--- config.mk ---
export PLATFORM = sky130hd
export DESIGN_NAME = seq_shift_logic_unit
export DESIGN_NICKNAME = d
export VERILOG_FILES = /design/src/rtl/shift_logic_pkg.sv /design/src/rtl/shift_step.sv /design/src/rtl/seq_shift_logic_unit.sv
export SDC_FILE = /design/constraint.sdc
export NUM_CORES = 1
export LEC_CHECK = 0
export ABC_CLOCK_PERIOD_IN_PS = 3850
export CAP_MARGIN = 20
export CORE_UTILIZATION = 35
export DETAILED_ROUTE_END_ITERATION = 6
export GPL_TIMING_DRIVEN = 0
export REMOVE_ABC_BUFFERS = 1
export SLEW_MARGIN = 20
export SYNTH_ARGS = -nofsm -noshare
export SYNTH_HDL_FRONTEND = slang
export SYNTH_SLANG_ARGS = --single-unit
--- constraint.sdc ---
create_clock -name clk -period 3.85 [get_ports clk]
set_input_delay 0.385 -clock clk [delete_from_list [all_inputs] [get_ports clk]]
set_output_delay 0.385 -clock clk [all_outputs]
set_load 0.01 [all_outputs]
--- src/rtl/shift_logic_pkg.sv ---
// Shared opcode/state enums for the sequential shift/logic unit.
// Rotate support follows SEQ_SHIFT_LOGIC_ROTATE_EN.
package shift_logic_pkg;

   typedef enum logic [2:0] {
      OP_AND = 3'd0,
      OP_OR  = 3'd1,
      OP_XOR = 3'd2,
      OP_NOT = 3'd3,
      OP_LSL = 3'd4,
      OP_LSR = 3'd5,
      OP_ASR = 3'd6,
      OP_ROL = 3'd7
   } op_e;

   typedef enum logic [1:0] {
      IDLE = 2'd0,
      EXEC = 2'd1,
      DONE = 2'd2
   } state_e;

   // Opcodes that take the one-bit-per-cycle EXEC path
   function automatic logic is_seq_op(input op_e op);
      case (op)
         OP_LSL, OP_LSR, OP_ASR: is_seq_op = 1'b1;
`ifdef SEQ_SHIFT_LOGIC_ROTATE_EN
         OP_ROL:                 is_seq_op = 1'b1;
`endif
         default:                is_seq_op = 1'b0;
      endcase
   endfunction

endpackage

--- src/rtl/shift_step.sv ---
// Combinational single-bit shift/rotate stage; o_bit is the bit that leaves the word.
// ROL is only present when SEQ_SHIFT_LOGIC_ROTATE_EN is defined.
module shift_step
   import shift_logic_pkg::*;
#(
   parameter int unsigned WIDTH = 8
) (
   input  logic [WIDTH-1:0] i_value,
   input  logic [2:0]       i_op,
   output logic [WIDTH-1:0] o_value,
   output logic             o_bit
);

   always_comb begin
      o_value = i_value;
      o_bit   = 1'b0;
      case (op_e'(i_op))
         OP_LSL: begin
            o_value = {i_value[WIDTH-2:0], 1'b0};
            o_bit   = i_value[WIDTH-1];
         end
         OP_LSR: begin
            o_value = {1'b0, i_value[WIDTH-1:1]};
            o_bit   = i_value[0];
         end
         OP_ASR: begin
            o_value = {i_value[WIDTH-1], i_value[WIDTH-1:1]};
            o_bit   = i_value[0];
         end
`ifdef SEQ_SHIFT_LOGIC_ROTATE_EN
         OP_ROL: begin
            o_value = {i_value[WIDTH-2:0], i_value[WIDTH-1]};
            o_bit   = i_value[WIDTH-1];
         end
`endif
         default: begin
            o_value = i_value;
            o_bit   = 1'b0;
         end
      endcase
   end

endmodule

--- src/rtl/seq_shift_logic_unit.sv ---
// Multi-cycle logic/shift unit: one-cycle bitwise ops, shifts at one bit per cycle.
// Define SEQ_SHIFT_LOGIC_ROTATE_EN to make op 111 a rotate-left; otherwise it passes a through.
module seq_shift_logic_unit
   import shift_logic_pkg::*;
#(
   parameter int unsigned WIDTH = 8,
   parameter int unsigned SHW   = $clog2(WIDTH + 1)
) (
   input  logic             clk,
   input  logic             rst_n,
   input  logic             in_valid,
   output logic             in_ready,
   input  logic [2:0]       op,
   input  logic [WIDTH-1:0] a,
   input  logic [WIDTH-1:0] b,
   input  logic [SHW-1:0]   shamt,
   output logic             out_valid,
   input  logic             out_ready,
   output logic [WIDTH-1:0] result,
   output logic             carry,
   output logic             zero,
   output logic             busy
);

   state_e           r_state;
   logic [2:0]       r_op;
   logic [WIDTH-1:0] r_val;
   logic [SHW-1:0]   r_cnt;
   logic [WIDTH-1:0] r_result;
   logic             r_carry;
   logic             r_zero;
   logic             r_out_valid;
   logic             r_busy;
   logic             r_in_ready;

   logic [SHW-1:0]   w_n;
   logic             w_seq;
   logic [WIDTH-1:0] w_imm_res;
   logic [WIDTH-1:0] w_step_val;
   logic             w_step_bit;

   assign w_n   = (shamt > SHW'(WIDTH)) ? SHW'(WIDTH) : shamt;
   assign w_seq = is_seq_op(op_e'(op));

   // Single-cycle result: logic ops, zero-length shifts and the disabled rotate all land here
   always_comb begin
      w_imm_res = a;
      case (op_e'(op))
         OP_AND:  w_imm_res = a & b;
         OP_OR:   w_imm_res = a | b;
         OP_XOR:  w_imm_res = a ^ b;
         OP_NOT:  w_imm_res = ~a;
         default: w_imm_res = a;
      endcase
   end

   shift_step #(.WIDTH(WIDTH)) u_step (
      .i_value (r_val),
      .i_op    (r_op),
      .o_value (w_step_val),
      .o_bit   (w_step_bit)
   );

   always_ff @(posedge clk) begin
      if (!rst_n) begin
         r_state     <= IDLE;
         r_op        <= 3'd0;
         r_val       <= '0;
         r_cnt       <= '0;
         r_result    <= '0;
         r_carry     <= 1'b0;
         r_zero      <= 1'b1;
         r_out_valid <= 1'b0;
         r_busy      <= 1'b0;
         r_in_ready  <= 1'b1;
      end else begin
         case (r_state)
            IDLE: begin
               if (in_valid && r_in_ready) begin
                  r_op       <= op;
                  r_in_ready <= 1'b0;
                  r_busy     <= 1'b1;
                  if (w_seq && (w_n != '0)) begin
                     r_val   <= a;
                     r_cnt   <= w_n;
                     r_state <= EXEC;
                  end else begin
                     r_result    <= w_imm_res;
                     r_carry     <= 1'b0;
                     r_zero      <= (w_imm_res == '0);
                     r_out_valid <= 1'b1;
                     r_state     <= DONE;
                  end
               end
            end
            EXEC: begin
               r_val <= w_step_val;
               r_cnt <= r_cnt - SHW'(1);
               if (r_cnt == SHW'(1)) begin
                  r_result    <= w_step_val;
                  r_carry     <= w_step_bit;
                  r_zero      <= (w_step_val == '0);
                  r_out_valid <= 1'b1;
                  r_state     <= DONE;
               end
            end
            DONE: begin
               if (out_ready) begin
                  r_out_valid <= 1'b0;
                  r_busy      <= 1'b0;
                  r_in_ready  <= 1'b1;
                  r_state     <= IDLE;
               end
            end
            default: r_state <= IDLE;
         endcase
      end
   end

   assign in_ready  = r_in_ready;
   assign out_valid = r_out_valid;
   assign result    = r_result;
   assign carry     = r_carry;
   assign zero      = r_zero;
   assign busy      = r_busy;

endmodule
After elaboration in Yosys (flattened, before gate mapping) --
Index checks and enable logic that the tools add are counted.
Operators by class: order comparisons 1, reduce and logical (&&, ||, !) cells 18, eq/ne operators 17, add/subtract/negate cells 1, bitwise logic cells 4, muxes and demuxes 38
Operators by type and width (number):
- 2-to-1 mux 8 bit | 5
- case mux 8 bit (2 select lines) | 2
- case mux 8 bit (4 select lines) | 1
- case mux 8 bit (3 select lines) | 1
- == test 3 bit, second input constant | 6
- zero test 8 bit | 2
- 2-to-1 mux 1 bit | 14
- 2-to-1 mux 4 bit | 3
- != test 2 bit, second input constant | 5
- case mux 1 bit (2 select lines) | 5
- AND reduction 3 bit | 3
- bitwise AND 8 bit | 1
- 2-to-1 mux 2 bit | 4
- inverter 8 bit | 1
- bitwise OR 8 bit | 1
- case mux 4 bit (2 select lines) | 1
- XOR 8 bit | 1
- == test 3 x 2 -> 1 bit, second input constant | 2
- case mux 2 bit (3 select lines) | 1
- AND reduction 5 bit | 1
- == test 4 x 1 -> 1 bit, second input constant | 1
- > comparator 4 bit, second input constant | 1
- AND reduction 4 bit | 1
- nonzero test 2 bit | 2
- other kinds (13) | 14
Storage, ports and cells: output and inout bits 13, bits of input ports 27, logic and storage cells 89, register bits 30

Logic depth before layout (Yosys ltp) --
Gate-level depths: netlist of run 1.
depth after elaboration 7, gate-level depth with buffers 9, depth with buffers taken out 8

By module --
Synthesis of run 1 repeated with hierarchy kept, for this count alone.
Second synthesis, totals: cell total of the unflattened synthesis 312, area total of the unflattened synthesis 2467.4 sq um
Modules (own cells, without submodules):
- seq_shift_logic_unit | area each 2152.1 sq um, times used 1, cells an instance 270
- shift_step | area each 315.3 sq um, times used 1, cells an instance 42

Least setup slack after synthesis of run 1 --
No wires, ideal clock.
path kind input port to flip-flop, from in a[6], to reg r_zero, in the netlist zero, buffers on the path 0, setup slack 2.022 ns, arrival time 1.758 ns, cell stages on the path 7, required time 3.780 ns, cell sequence inv_1 ha_1 mux4_2 mux2_2 nor3_1 o211ai_1 a21oi_1
Between the ends: longest elaborated chain between the ends 6
Ends and longest elaborated chain:
- start: declaration | RTL line seq_shift_logic_unit.sv:14 | input logic [WIDTH-1:0] a,
- XOR 8 bit, or another cell as far along | RTL line seq_shift_logic_unit.sv:51 | OP_XOR: w_imm_res = a ^ b;
- case mux 8 bit (4 select lines) * | RTL line seq_shift_logic_unit.sv:48 | case (op_e'(op))
- zero test 8 bit * | RTL line seq_shift_logic_unit.sv:90 | r_zero <= (w_imm_res == '0);
- 2-to-1 mux 1 bit * | RTL line seq_shift_logic_unit.sv:83 | if (w_seq && (w_n != '0)) begin
- 2-to-1 mux 1 bit * | RTL line seq_shift_logic_unit.sv:79 | if (in_valid && r_in_ready) begin
- case mux 1 bit (2 select lines) * | RTL line seq_shift_logic_unit.sv:77 | case (r_state)
- end signal: assignment | RTL line seq_shift_logic_unit.sv:90
- end signal: assignment | RTL line seq_shift_logic_unit.sv:102 | r_zero <= (w_step_val == '0);
- end: declaration | RTL line seq_shift_logic_unit.sv:31 | logic r_zero;
Mark *: on every way between the ends. The rest lies on a longest branch, timed or not. The select of a mux whose other input is x is not followed. A chain may end at the register's enable or synchronous reset.

Worst setup path after layout of run 1 --
from in op[1], to reg r_val[2]
Between the ends: longest elaborated chain between the ends 6
Ends and longest elaborated chain:
- start: declaration | RTL line seq_shift_logic_unit.sv:13 | input logic [2:0] op,
- == test 3 bit | RTL line shift_logic_pkg.sv:24 | case (op)
- OR reduction 3 bit * | RTL line shift_logic_pkg.sv:24
- 2-to-1 mux 1 bit * | RTL line shift_logic_pkg.sv:24
- logical AND 1 bit * | RTL line seq_shift_logic_unit.sv:83
- != test 2 bit (no line) *
- AND reduction 3 bit (no line) *
- end signal: assignment | RTL line seq_shift_logic_unit.sv:97 | r_val <= w_step_val;
- end: declaration | RTL line seq_shift_logic_unit.sv:27 | logic [WIDTH-1:0] r_val;
Mark *: on every way between the ends. The rest lies on a longest branch, timed or not.

==> metrics.cfg, run 1 <==
[status]
status=finished with violations
violations=design-rule violations

[hold_path]
worst_hold_path_type=flip-flop to flip-flop
worstHoldStart=result[0]
hold_path_depth=2
min_to=result[0]

[synthesis]
yosys.area.top_type=dfxtp_1
ys.flop_type=dfxtp_1
synth_top_family_by_area=compound AO/OA/AOI/OAI gates
yosysMostFrequentCell=inv_1
yosys_warnings=0
synth_edf_count=0
synth-simple-area-share_pct=18.38
yosys.area_share.xor_xnor_pct=0.6867
synthTopCellsByArea=dfxtp_1, ha_1, mux2i_1
yosysUniqueCellTypes=54
synthesis.area_um2=2369
syn-instance-count=300
synth_commonest_cells=inv_1, dfxtp_1, nor2_1, nand2_1, a21oi_1
post-synth-top-area-fraction_pct=25.36
synth-adder-area-share_pct=11.09
ys_seq_area_share_pct=25.36
synth.avg_cell_area_um2=7.895
async_flop_share_pct=0
synth_compound_area_share_pct=24.56
ys_seq_elements=30
synth_mux_area_share_pct=11.15

[sta]
setup_violations=0
finalHoldViolations=0
relSlewSlack_pct=37.34
period_needed_ps=2770
maxSlewViolCount=0
tightest_slew_ps=937.0
rsz0062_at_grt=no
fin_setup_tns_ps=0
fmax_ghz=0.3610
final.period_utilization_pct=71.96
finClkSkew_ps=6.008

[global_routing]
grt_pass1_vias=2081
grt_pass1_wl_mm=9.811
antenna_found_initial=0
grt_use_total_pct=17.20
grt_overflow=0
grt_max_degree=41

[power_and_ir_drop]
p_per_area_nw_per_um2=524.3
power.leakage_nw=1.147
p_sw_share_pct=40.33
p_switching_mw=0.6058
ir_drop_v=0.0001535
clkPwrFrac_pct=18.0
seqPwrFrac_pct=33.0
p_int_mw=0.8964
comb_power_share_pct=49.1

[drt]
route.vias.total=2224
drt_first_pass_iters=6
post_drt_wl_per_cell_um=14.09
detail-route-antenna-nets=0
drt_iter0_drc=109
wl_mm=5.749
vias_per_cell=5.451
drc=4

[floorplan]
io-pin-count=40
rows=29
die_area_um2=7101
die_h_um=84.27
initial_utilization_pct=36.67
core_um2=6459
die_x_um=84.27

[critical_path]
cp-start-kind=primary input
r2r_start=r_state[1]
path_max_fanout=18
end_kind=flip-flop
r2r_slack_ps=1400
crit_type=primary input to flip-flop
reg2reg_depth=6
required_ps=4040
regToRegEndpoint=r_val[2]
critical_path_arrival_ps=2960

[final_layout]
finish.utilization_pct=44.36
area_growth_pct=20.97
diodes=0
fin_nets=378
drive_gt1_share_pct=7.553
fin_area_um2=2865
fin_cells=408

[clocking]
cts_resized=0
postCtsSetupBuffers=0
clock_latency_ps=290
cts_made_buffers=5
htreeDepth=2
clockRootBuffer=clkbuf_8
hold_buffers=0
cts.sinks=30
clk_path_buf_depth=2
cts_tree=built
path_clk_slew_ps=60

[placement]
portBuffers=39
dp.cells=400
dp.final_hpwl_mm=4.171
place_congestion=0.7982
dpl-instance-area_um2=2774

[run]
cap_violations=0

[through the flow]
stage	power [mW]	hold WS, ps	worst slack [ps]
after floorplan	0.9719	457.3	1472
after global placement	1.231	449.6	775.2
after detailed placement	1.241	449.0	733.2
after CTS	1.514	458.1	1036
after global routing	1.627	475.2	776.6
final	1.502	457.1	1080
[power by group through the flow]
stage / registers [mW] / clock network, mW / logic (mW)
global route: 0.509 / 0.289 / 0.829
global placement: 0.500 / 0 / 0.732
floorplan: 0.505 / 0 / 0.467
CTS: 0.495 / 0.275 / 0.745
finish: 0.495 / 0.270 / 0.737
detailed placement: 0.500 / 0 / 0.741
[cell usage in the layout, fill, tap and decap left out, types with 2 or more instances in the layout]
| cell | n |
|---|---|
| clkbuf_8 | 6 |
| nand2b_1 | 8 |
| inv_1 | 31 |
| o21ai_0 | 11 |
| a211oi_1 | 6 |
| nand3_1 | 5 |
| a311oi_1 | 3 |
| nor3b_1 | 2 |
| mux4_2 | 2 |
| a22oi_1 | 3 |
| a31oi_1 | 4 |
| clkinv_1 | 2 |
| nor2b_1 | 4 |
| ha_1 | 20 |
| o221ai_1 | 2 |
| o311a_1 | 3 |
| clkdlybuf4s50_1 | 39 |
| nor2_1 | 28 |
| nor3_1 | 6 |
| mux2_2 | 7 |
| a21boi_2 | 2 |
| o22ai_1 | 7 |
| a21oi_1 | 23 |
| a21o_1 | 2 |
| o211ai_1 | 7 |
| mux2i_1 | 14 |
| dfxtp_1 | 30 |
| nand2_1 | 27 |
[state kept, by name, summed over array words and instances (netlist names)]
signal / count
r_cnt: 4
in_ready: 1
r_state: 2
zero: 1
carry: 1
out_valid: 1
r_op: 3
result: 8
busy: 1
r_val: 8
[cell families after synthesis]
group,Yosys count
multiplexers,23
XOR/XNOR,1
flip-flops,30
AND/OR/NAND/NOR,91
buffers and inverters,49
adder cells (fa/ha/maj),21
AO/OA/AOI/OAI,85
[critical path: stages]
cell and delay, ps:
clkdlybuf4s50_1 900, nand2_1 310, nand4_2 230, a21oi_2 750, o211ai_1 210, a21oi_1 180
[cell type report]
type | instances | area (um2)
Multi-Input combinational cell | 221 | 1563
Clock buffer | 7 | 86.33
Sequential cell | 30 | 600.6
Timing Repair Buffer | 39 | 390.4
Inverter | 33 | 123.9
Fill cell | 672 | 3593
Tap cell | 77 | 96.34
Clock inverter | 1 | 5.005
[layer usage]
metal  track usage (%)  routed length (um)  vias up  part of all wire, %
li1                  -                   -     1135                    -
met1             21.82                2675     1031                   47
met2             28.84                2751       50                   48
met3             3.147                 236        8                  4.1
met4             6.897                  85        0                  1.5
met5                 0                   0        -                    0
[how the worst max path moves through the flow]
stage | endpoint | from | slack, ps
finish | r_val[2] | op[1] | 1080
floorplan | zero | r_state[1] | 1470
global route | r_val[0] | op[1] | 780
detailed placement | r_val[2] | op[1] | 730
global placement | r_val[0] | op[1] | 780
CTS | r_val[2] | op[1] | 1040
Power figures use the tool's default switching activity.
==> run 2, diff against run 1 <==
--- a/config.mk
+++ b/config.mk
@@ -5,7 +5,7 @@
 export SDC_FILE = /design/constraint.sdc
 export NUM_CORES = 1
 export LEC_CHECK = 0
-export ABC_CLOCK_PERIOD_IN_PS = 3850
+export ABC_CLOCK_PERIOD_IN_PS = 2500
 export CAP_MARGIN = 20
 export CORE_UTILIZATION = 35
 export DETAILED_ROUTE_END_ITERATION = 6
==> constraint.sdc (replaced) <==
create_clock -name clk -period 2.5 [get_ports clk]
set_input_delay 0.25 -clock clk [delete_from_list [all_inputs] [get_ports clk]]
set_output_delay 0.25 -clock clk [all_outputs]
set_load 0.01 [all_outputs]
==> run 2 against run 1 <==
Net effect: the run still ends with design-rule violations left; first-iteration DRC count fell by 9.2%; utilization rose by 0.25 points; count of clock-buffer cells in the layout did not move; flip-flop and latch count did not move; sequential power rose by 55%; die area did not move; worst hold slack barely moved; register-to-register slack got worse by 1100 ps; total power rose by 55%; highest routed layer unchanged.
==> metrics.cfg, run 2 (synthesis gave the netlist of run 1 again) <==
[status]
status=finished with violations  ; unchanged
violations=design-rule violations  ; unchanged

[critical_path]
path_max_fanout=16  ; was 18
cp-start-kind=primary input  ; unchanged
critical_path_arrival_ps=2500  ; was 2960 ps
cp_cell_sequence=dlygate4sd2_1, mux4_2, mux2_2, nor3_1, o211ai_1, a21oi_1  ; was clkdlybuf4s50_1, nand2_1, nand4_2, a21oi_2, o211ai_1, a21oi_1
regToRegEndpoint=result[4]  ; was r_val[2]
reg2reg_depth=7  ; was 6
cp_slowest_cell=dlygate4sd2_1  ; was clkdlybuf4s50_1
end_kind=flip-flop  ; unchanged
r2r_slack_ps=260  ; was 1400 ps
required_ps=2720  ; was 4040 ps
r2r_start=r_state[0]  ; was r_state[1]
crit_type=primary input to flip-flop  ; unchanged
cpPeakStageDelay_ps=820  ; was 900 ps

[clocking]
clockRootBuffer=clkbuf_8  ; unchanged
cts_tree=built  ; unchanged
htreeDepth=2  ; unchanged
clk_path_buf_depth=2  ; unchanged
cts_made_buffers=5  ; unchanged
postCtsSetupBuffers=0  ; unchanged
clock_latency_ps=290  ; about the same
path_clk_slew_ps=70  ; was 60 ps
cts.sinks=30  ; unchanged

[power_and_ir_drop]
p_sw_share_pct=40.54  ; was 40.33%
power.leakage_nw=1.151  ; was 1.147 nW
p_per_area_nw_per_um2=810.0  ; was 524.3 nW/um2
seqPwrFrac_pct=32.8  ; was 33.0%
clkPwrFrac_pct=17.8  ; was 18.0%
ir_drop_v=0.0002363  ; was 0.0001535 V
p_int_mw=1.388  ; was 0.8964 mW
p_switching_mw=0.9463  ; was 0.6058 mW
comb_power_share_pct=49.4  ; was 49.1%

[final_layout]
multiInputGateArea_um2=1580  ; was 1563 um2
finish.utilization_pct=44.61  ; was 44.36%
fin_nets=378  ; unchanged
diodes=0  ; unchanged
mostFrequentLayoutCells=clkdlybuf4s50_1, inv_1, dfxtp_1  ; unchanged
area_growth_pct=21.66  ; was 20.97%
final_common_cell=clkdlybuf4s50_1  ; unchanged
fin_cells=408  ; unchanged
regArea_um2=600.6  ; unchanged
n_fill_cell=672  ; unchanged
drive_gt1_share_pct=7.553  ; unchanged

[drt]
wl_mm=5.803  ; was 5.749 mm
vias_per_cell=5.532  ; was 5.451
detail-route-antenna-nets=0  ; unchanged
route.vias.total=2257  ; was 2224
drt_first_pass_iters=7  ; was 6
drc=4  ; unchanged
drt_iter0_drc=99  ; was 109
post_drt_wl_per_cell_um=14.22  ; was 14.09 um

[placement]
dp.cells=400  ; unchanged
place_congestion=0.7982  ; unchanged
dp.final_hpwl_mm=4.171  ; unchanged
portBuffers=39  ; unchanged

[floorplan]
initial_utilization_pct=36.67  ; unchanged
rows=29  ; unchanged
die_h_um=84.27  ; unchanged
core_um2=6459  ; unchanged
die_area_um2=7101  ; unchanged
die_x_um=84.27  ; unchanged
io-pin-count=40  ; unchanged

[hold_path]
worst_hold_path_type=flip-flop to flip-flop  ; unchanged
min_to=result[0]  ; unchanged
hold_path_depth=2  ; unchanged
worstHoldStart=result[0]  ; unchanged

[sta]
rsz0062_at_grt=no  ; unchanged
period_needed_ps=2280
final.period_utilization_pct=91.20
finClkSkew_ps=5.958  ; was 6.008 ps
maxSlewViolCount=0  ; unchanged
setup_violations=0  ; unchanged
finalHoldViolations=0  ; unchanged
relSlewSlack_pct=37.45  ; was 37.34%
fmax_ghz=0.4386
tightest_slew_ps=938.3  ; was 937.0 ps

[global_routing]
grt_use_total_pct=17.20  ; unchanged
grt_pass1_vias=2081  ; unchanged
antenna_found_initial=0  ; unchanged
grt_pass1_wl_mm=9.811  ; unchanged
grt_max_degree=41  ; unchanged
grt_overflow=0  ; unchanged

[run]
cap_violations=0  ; unchanged

run 2: changes by cell type in the layout (fill, tap and decap cells not counted), sizes merged:
cell | before | now
dlygate4sd2 | 0 | 1
clkdlybuf4s50 | 39 | 38
run 2: area by class of cell:
| class | instances | share of cell area [%] |
|---|---|---|
| clock buffer | 7 | 2.996 |
| clock inverter | 1 | 0.1737 |
| inverter | 33 | 4.299 |
| multi-input combinational | 221 | 54.84 |
| sequential | 30 | 20.84 |
| tap | 77 | 3.343 |
| timing repair buffer | 39 | 13.50 |
run 2: timing repair:
action | CTS | global route
gates resized for setup | 2 | 2
endpoints found under the setup margin | 12 | 11
hold buffers | 0 | 0
run 2: worst max-delay path, delay by kind of cell:
kind / cells / cell delay, ps
buffers and inverters: 1 / 820
multiplexers: 2 / 880
AND/OR/NAND/NOR: 1 / 280
AO/OA/AOI/OAI: 2 / 270
run 2: power groups by stage:
stage	sequential [mW]	combinational (mW)	clock, mW
global route	0.785	1.29	0.445
floorplan	0.777	0.719	0
detailed placement	0.770	1.14	0
CTS	0.762	1.15	0.424
global placement	0.770	1.13	0
finish	0.765	1.15	0.415
run 2: routing by layer:
metal / vias to the layer above / track usage, % / share of wire, % / wire, um
met2: 72 / 28.84 / 47 / 2715
li1: 1135 / - / - / -
met5: - / 0 / 0 / 0
met3: 13 / 3.147 / 4.9 / 285
met1: 1037 / 21.82 / 47 / 2702
met4: 0 / 6.897 / 1.7 / 100
run 2: metrics by stage:
step	power [mW]	hold slack, ps	area (um2)	setup TNS, ps	setup WS, ps
floorplan	1.497	326.2	2285	0	122.3
global placement	1.896	449.6	2771	-6086	-439.8
detailed placement	1.912	449.0	2774	-6775	-481.8
CTS	2.339	458.1	2872	0	120.8
global route	2.522	475.2	2882	0	51.03
finish	2.334	457.1	2882	0	219.9
run 2: worst max path at each step:
stage	start	to	slack (ps)	cells after the start
after global routing	r_state[1]	result[5]	50	7
after detailed placement	op[1]	r_val[2]	-480	6
after global placement	op[1]	r_val[0]	-440	6
after CTS	r_state[1]	zero	120	7
final	op[1]	zero	220	6
after floorplan	r_state[1]	zero	120	7
==> run 3, diff against run 2 <==
--- a/config.mk
+++ b/config.mk
@@ -7,9 +7,10 @@
 export LEC_CHECK = 0
 export ABC_CLOCK_PERIOD_IN_PS = 2500
 export CAP_MARGIN = 20
-export CORE_UTILIZATION = 35
+export CORE_UTILIZATION = 48
 export DETAILED_ROUTE_END_ITERATION = 6
 export GPL_TIMING_DRIVEN = 0
+export PLACE_DENSITY = 0.76
 export REMOVE_ABC_BUFFERS = 1
 export SLEW_MARGIN = 20
 export SYNTH_ARGS = -nofsm -noshare
==> run 3 against run 2 <==
Net effect: the flow now finishes without violations; utilization increased by 17 points; worst hold slack got worse by 1.9 ps; worst setup slack got worse by 5.9 ps; final cell count decreased by 2.5%; critical path depth unchanged; wire length decreased by 7.3%; critical path type unchanged; critical endpoint unchanged; largest cell class unchanged; largest power group unchanged; highest routed layer unchanged.
==> metrics.cfg, run 3 (synthesis gave the netlist of run 1 again) <==
[sta]
fmax_ghz=0.4374  ; was 0.4386 GHz
finalHoldViolations=0  ; unchanged
rsz0062_at_grt=no  ; unchanged
hold_slack_ps=455.2  ; was 457.1 ps
relSlewSlack_pct=42.10  ; was 37.45%
setup_violations=0  ; unchanged
worst_slack_ps=214.0  ; was 219.9 ps
tightest_slew_ps=868.5  ; was 938.3 ps
finClkSkew_ps=3.295  ; was 5.958 ps
period_needed_ps=2286  ; was 2280 ps
maxSlewViolCount=0  ; unchanged
fin_setup_tns_ps=0  ; unchanged
final.period_utilization_pct=91.44  ; was 91.20%

[final_layout]
mostFrequentLayoutCells=clkdlybuf4s50_1, inv_1, dfxtp_1  ; unchanged
area_growth_pct=21.92  ; was 21.66%
fin_cells=398  ; was 408
drive_gt1_share_pct=7.855  ; was 7.553%
diodes=0  ; unchanged
final_common_cell=clkdlybuf4s50_1  ; unchanged
fin_nets=378  ; unchanged
finish.utilization_pct=61.14  ; was 44.61%

[clocking]
clock_latency_ps=290  ; about the same
clk_path_buf_depth=2  ; unchanged
cts_made_buffers=5  ; unchanged
clockRootBuffer=clkbuf_8  ; unchanged
htreeDepth=2  ; unchanged
path_clk_slew_ps=70  ; about the same
cts.sinks=30  ; unchanged
cts_tree=built  ; unchanged

[global_routing]
grt_overflow=0  ; unchanged
antenna_found_initial=0  ; unchanged
grt_max_degree=41  ; unchanged
grt_pass1_vias=1991  ; was 2081
grt_use_total_pct=22.04  ; was 17.20%
grt_pass1_wl_mm=9.101  ; was 9.811 mm

[power_and_ir_drop]
ir_drop_v=0.0003148  ; was 0.0002363 V
p_per_area_nw_per_um2=823.9  ; was 810.0 nW/um2
power.leakage_nw=1.161  ; was 1.151 nW

[drt]
post_drt_wl_per_cell_um=13.51  ; was 14.22 um
route.vias.total=2205  ; was 2257
drt_iter0_drc=126  ; was 99
detail-route-antenna-nets=0  ; unchanged
wl_mm=5.377  ; was 5.803 mm
vias_per_cell=5.540  ; was 5.532
drt_first_pass_iters=5  ; was 7
drc=0  ; was 4

[critical_path]
end_kind=flip-flop  ; unchanged
cp_slowest_cell=dlygate4sd2_1  ; unchanged
cp_cell_sequence=dlygate4sd2_1, mux4_2, mux2_2, nor3_1, o211ai_1, a21oi_1  ; unchanged
required_ps=2720  ; about the same
critical_path_arrival_ps=2500  ; about the same
path_max_fanout=16  ; unchanged
cpPeakStageDelay_ps=770  ; was 820 ps
crit_type=primary input to flip-flop  ; unchanged
cp-start-kind=primary input  ; unchanged
r2r_slack_ps=270  ; was 260 ps

[floorplan]
initial_utilization_pct=50.15  ; was 36.67%
io-pin-count=40  ; unchanged
rows=25  ; was 29
die_area_um2=5219  ; was 7101 um2
die_x_um=72.25  ; was 84.27 um
core_um2=4723  ; was 6459 um2
die_h_um=72.25  ; was 84.27 um

[placement]
dp.cells=390  ; was 400
dp.final_hpwl_mm=3.905  ; was 4.171 mm
portBuffers=39  ; unchanged
dpl_worst_slack_ps=-414.6  ; was -481.8 ps
place_congestion=0.8144  ; was 0.7982

[run]
cap_violations=0  ; unchanged

[status]
status=complete, no violations  ; was finished with violations

[hold_path]
worst_hold_path_type=flip-flop to flip-flop  ; unchanged

run 3: final cells by class:
| type | count | area (um2) |
|---|---|---|
| Sequential cell | 30 | 600.6 |
| Fill cell | 430 | 1836 |
| Tap cell | 67 | 83.83 |
| Timing Repair Buffer | 39 | 389.1 |
| Multi-Input combinational cell | 221 | 1580 |
| Clock buffer | 8 | 110.1 |
| Inverter | 33 | 123.9 |
run 3: layer usage:
metal	global-route usage, %	part of all wire (%)
met1	29.36	48
met2	35.83	47
met3	3.611	3.3
met4	8.279	1.2
met5	0	0
run 3: final timing paths:
kind,start,endpoint,cells past startpoint
max,op[1],zero,6
min,result[0],result[0],2
max reg2reg,r_state[0],result[4],7
min reg2reg,result[0],result[0],2
run 3: report_power, final:
| part | switching [mW] | internal [mW] |
|---|---|---|
| registers | 0.134 | 0.627 |
| logic | 0.612 | 0.540 |
| clock network | 0.189 | 0.278 |
| total | 0.935 | 1.44 |
run 3: repair_timing:
action | 4_1_cts | 5_1_grt
hold endpoints to repair | 0 | 0
endpoints found under the setup margin | 10 | 6
hold buffers | 0 | 0
setup buffers | 0 | 0
gates resized for setup | 2 | 2
run 3: per-stage QoR:
| step | cell area [um2] | power [mW] |
|---|---|---|
| global route | 2888 | 2.564 |
| CTS | 2878 | 2.377 |
| floorplan | 2285 | 1.497 |
| global placement | 2759 | 1.877 |
| detailed placement | 2761 | 1.901 |
| finish | 2888 | 2.379 |
run 3: worst max-delay path, delay by kind of cell:
kind                   cells  cell delay, ps
multiplexers               2             890
AO/OA/AOI/OAI              2             290
buffers and inverters      1             770
AND/OR/NAND/NOR            1             300
